[config.mk]
export PLATFORM = sky130hd
export DESIGN_NAME = spi_master
export DESIGN_NICKNAME = d
export VERILOG_FILES = /design/src/rtl/spi_master.sv
export SDC_FILE = /design/constraint.sdc
export NUM_CORES = 1
export LEC_CHECK = 0
export ABC_AREA = 1
export BUFFER_PORTS_ARGS = -buffer_cell sky130_fd_sc_hd__buf_2
export CAP_MARGIN = 20
export CORE_UTILIZATION = 58
export CTS_BUF_LIST = sky130_fd_sc_hd__clkbuf_8 sky130_fd_sc_hd__clkbuf_16
export DETAILED_ROUTE_END_ITERATION = 10
export GPL_ROUTABILITY_DRIVEN = 0
export PLACE_DENSITY = 0.81
export SLEW_MARGIN = 5
export SYNTH_ARGS = -nofsm -noshare
export SYNTH_HDL_FRONTEND = slang
export SYNTH_SLANG_ARGS = --single-unit
export TNS_END_PERCENT = 50
[constraint.sdc]
create_clock -name clk -period 3.9 [get_ports clk]
set_input_delay 0.195 -clock clk [delete_from_list [all_inputs] [get_ports clk]]
set_output_delay 0.195 -clock clk [all_outputs]
set_load 0.03 [all_outputs]
[src/rtl/spi_master.sv]
// spi_master: SPI mode-0 (CPOL=0, CPHA=0, MSB-first) master.
//
// A start strobe in IDLE latches tx_data and runs one BITS-long transfer.
// sclk runs at clk/(2*CLK_DIV). miso is sampled on each rising sclk edge.
// The received word appears on rx_data with a one-cycle done pulse.
//
// Ports:
//   clk      system clock, rising edge
//   rst      synchronous active-high reset
//   start    transfer request, accepted only in IDLE
//   tx_data  word to send, sampled on the accepting edge
//   busy     high from the accepting edge until the done edge
//   done     one-cycle pulse, rx_data valid
//   rx_data  last received word
//   ss_n     active-low slave select (registered)
//   sclk     SPI clock, idles low (registered)
//   mosi     master data out (registered)
//   miso     slave data in (no synchronizer)
//
// state | meaning
// IDLE  | ss_n high, waiting for start
// LOW   | sclk low half-period; the last cycle raises sclk and samples miso
// HIGH  | sclk high half-period; the last cycle drops sclk and shifts mosi
// HOLD  | ss_n low hold after the last falling sclk, then done

module spi_master #(
    parameter int BITS    = 8,
    parameter int CLK_DIV = 4
) (
    input  logic            clk,
    input  logic            rst,
    input  logic            start,
    input  logic [BITS-1:0] tx_data,
    output logic            busy,
    output logic            done,
    output logic [BITS-1:0] rx_data,
    output logic            ss_n,
    output logic            sclk,
    output logic            mosi,
    input  logic            miso
);

    localparam int DIV_W = $clog2(CLK_DIV);
    localparam int BIT_W = $clog2(BITS);

    typedef enum logic [1:0] {
        IDLE = 2'd0,
        LOW  = 2'd1,
        HIGH = 2'd2,
        HOLD = 2'd3
    } state_t;

    state_t            state, state_next;
    logic [DIV_W-1:0]  div_cnt, div_next;
    logic [BIT_W-1:0]  bit_cnt, bit_next;
    logic [BITS-1:0]   tx_shift, tx_shift_next;
    logic [BITS-1:0]   rx_shift, rx_shift_next;
    logic [BITS-1:0]   rx_data_next;
    logic              ss_n_next, sclk_next, mosi_next, busy_next, done_next;
    logic              phase_last;

    assign phase_last = (div_cnt == DIV_W'(CLK_DIV - 1));

    always_ff @(posedge clk) begin
        if (rst) state <= IDLE;
        else     state <= state_next;
    end

    always_comb begin
        state_next    = state;
        div_next      = div_cnt + DIV_W'(1);
        bit_next      = bit_cnt;
        tx_shift_next = tx_shift;
        rx_shift_next = rx_shift;
        rx_data_next  = rx_data;
        ss_n_next     = ss_n;
        sclk_next     = sclk;
        mosi_next     = mosi;
        busy_next     = busy;
        done_next     = 1'b0;

        unique case (state)
            IDLE: begin
                div_next = '0;
                if (start) begin
                    tx_shift_next = tx_data;
                    rx_shift_next = '0;
                    bit_next      = '0;
                    ss_n_next     = 1'b0;
                    mosi_next     = tx_data[BITS-1];
                    busy_next     = 1'b1;
                    state_next    = LOW;
                end
            end
            LOW: begin
                if (phase_last) begin
                    div_next      = '0;
                    sclk_next     = 1'b1;
                    rx_shift_next = {rx_shift[BITS-2:0], miso};
                    state_next    = HIGH;
                end
            end
            HIGH: begin
                if (phase_last) begin
                    div_next  = '0;
                    sclk_next = 1'b0;
                    if (bit_cnt == BIT_W'(BITS - 1)) begin
                        state_next = HOLD;
                    end else begin
                        // mosi takes the next bit on the falling edge, so it is
                        // stable for the whole low half before the next rise
                        tx_shift_next = tx_shift << 1;
                        mosi_next     = tx_shift[BITS-2];
                        bit_next      = bit_cnt + BIT_W'(1);
                        state_next    = LOW;
                    end
                end
            end
            HOLD: begin
                if (phase_last) begin
                    div_next     = '0;
                    ss_n_next    = 1'b1;
                    rx_data_next = rx_shift;
                    done_next    = 1'b1;
                    busy_next    = 1'b0;
                    state_next   = IDLE;
                end
            end
            default: begin
                state_next = IDLE;
            end
        endcase
    end

    always_ff @(posedge clk) begin
        if (rst) begin
            div_cnt  <= '0;
            bit_cnt  <= '0;
            tx_shift <= '0;
            rx_shift <= '0;
            rx_data  <= '0;
            ss_n     <= 1'b1;
            sclk     <= 1'b0;
            mosi     <= 1'b0;
            busy     <= 1'b0;
            done     <= 1'b0;
        end else begin
            div_cnt  <= div_next;
            bit_cnt  <= bit_next;
            tx_shift <= tx_shift_next;
            rx_shift <= rx_shift_next;
            rx_data  <= rx_data_next;
            ss_n     <= ss_n_next;
            sclk     <= sclk_next;
            mosi     <= mosi_next;
            busy     <= busy_next;
            done     <= done_next;
        end
    end

endmodule

==> results.tsv <==
metric	value	unit
outcome	completed	
CTS clk-pin slew, worst paths	0.07	ns
Hold Path Class	in2reg	
count of final hold-check violations	0	
CTS root buf	clkbuf_8	
GRT Util Overall	22.7	%
Seq cells post-synth	35	
largest net degree at the start of global routing	23	
relative slew slack	57.7	%
CP max-delay cell	ha_1	
Crit path top cell by count	nor2_1	
CP bufs+invs	1	
power density cells	671	nW/um^2
share of cells above drive strength 1	17.6	%
mean post-synth cell area	7.36	sq um
Die ar.	2940	sq um
Worst Path Required	4.08	ns
maximum fanout along the worst path	21	
FILL cells	225	
post-synth top area share	44.3	%
final worst-path cycle share	45.2	%
via/cell ratio	5.03	
post-route minimum period	1.76	ns
Initial Utilization	62.7	%
largest cells by area after synthesis	dfxtp_1 (44%), nand2_1 (12%), nor2_1 (8.5%)	
f_max	567	MHz
DRT antenna net count	0	
Leakage	0.926	nW
CP Cell Sequence	ha_1 > inv_1 > nand2_1 > nand3_2 > nor2_1 > nor2_1	
skew final	0.00461	ns
Seq/Total Area, Yosys	44.3	%
final WL	2960	microns
max-slew violations	0	
crit-path max cell delay	0.41	ns
drt initial violations	23	
Layout area overhead	14.8	%
dpl hpwl	1980	microns
VDD IR max	0.000592	V
Top FF cell, synth	dfxtp_1	
CP Class	reg2reg	
Syn Inst Count	215	
cell area after layout	1820	sq um
Tot Pwr	0.00122	W
Critical Path AT	1.95	ns
# clock sinks	35	
core footprint	2520	sq um
number of flops mapped to enable cells by yosys	0	
Post-synth top cells	nand2_1 (50), nor2_1 (36), dfxtp_1 (35)	
startpoint types	flop	
fin nets	254	
vias	1352	
post-synth net total	231	
Cell Rows	18	
mapped cell area	1580	sq um
Chip Width	54.2	microns
DR WL/cell	11.0	microns
post-CTS sizing	0	
Multi-input gate area	737	sq um
Clk Latency, worst-skew pair	0.29	ns
CTS tree	done	
DRT Pass-1 Iters	4	
vias in the first global route	1134	
Setup Buffers After CTS	0	
Clock Path Buffers	2	
register area	701	sq um
Post-synth ARST share	0	%
number of antenna diodes	0	
RSZ-0062 raised after global routing	no	
Max-Cap Viols	0	
grt total ovfl	0	
most common cell in the netlist	nand2_1	
post-place instance area	1680	sq um
htree depth	2	
antenna violations before repair	0	
I/O Pins	25	
Yosys warning count	0	
first-pass GRT wire length	4640	microns
setup violators final	0	
crit path capture type	flop	
Final TNS setup	0	ns
DIE HEIGHT	54.2	microns
Hold Buf Count CTS	0	
CP top delay family	simple AND/OR/NAND/NOR gates	
post-synth cell types	21	
Least-Margin Pin Slew	0.634	ns
post-route DRC violation count	0	
biggest area consumer among synthesized cells	dfxtp_1	
TritonCTS Buffers	5	
Port Buffers	24	
[worst reg2reg max path: stages, from the launching register on]
cell,delay [ns]
dfxtp_1,0.36
ha_1,0.41
inv_1,0.15
nand2_1,0.14
nand3_2,0.33
nor2_1,0.21
nor2_1,0.07
[kinds of logic (layout without fill, tap and decap cells)]
family / Yosys count / in the layout / synth area share, %
compound gates: 36 / 36 / 12.6
simple gates: 109 / 109 / 30.8
buf+inv: 31 / 55 / 9.17
flops: 35 / 35 / 44.3
fa+ha+maj: 4 / 4 / 3.16
[layout by cell type (no fill, tap or decap), drive strengths merged]
| cell | n |
|---|---|
| buf | 24 |
| nand4 | 1 |
| a21oi | 13 |
| a22oi | 8 |
| nand2 | 55 |
| ha | 4 |
| bufinv | 2 |
| o21ai | 15 |
| nand3 | 15 |
| nor2 | 38 |
| clkbuf | 5 |
| dfxtp | 35 |
| inv | 24 |
[registers in the layout, summed over array words and instances (netlist names), 2 cells and up]
register	cells
bit_cnt	3
div_cnt	2
rx_data	8
rx_shift	8
tx_shift	7
state	2
[per-layer routing]
metal  GRT usage [%]  wire length, microns
met5               0                     0
met4            9.83                    46
met3            8.61                   126
met2            35.0                  1380
met1            28.0                  1410
[report_power, final]
part	switching (W)	leakage, nW	total (W)	internal (W)
sequential	0.0000541	0.287	0.000486	0.000432
combinational	0.000231	0.569	0.000351	0.000120
clock	0.000129	0.0695	0.000382	0.000253
[layout make-up]
class                   count  share of cell area (%)
multi-input cells         149                    40.6
repair buffers             24                    6.61
inverters                  23                    4.89
flip-flops and latches     35                    38.6
clock buffers               5                    3.79
well taps                  30                    2.07
clock inverters             3                    3.51
[per-stage QoR]
step                      instances  worst slack (ns)  util (%)  hold WS, ns
after floorplan                 215              2.52         -        0.264
final                           269              2.14      72.0        0.181
after detailed placement        261              2.18      66.8        0.449
after global placement          261              2.21      66.8        0.436
after CTS                       269              2.14      72.0        0.174
after global routing            269              1.94      72.0        0.191
[path summary, 6_finish.rpt]
path / startpoint / endpoint / slack [ns] / cells after the start
worst max-delay path: div_cnt[0] / tx_shift[2] / 2.14 / 6
worst min-delay path: miso / rx_shift[0] / 0.18 / 3
worst max register to register: div_cnt[0] / tx_shift[2] / 2.14 / 6
worst min register to register: rx_data[4] / rx_data[4] / 0.46 / 2
Power figures use the tool's default switching activity.
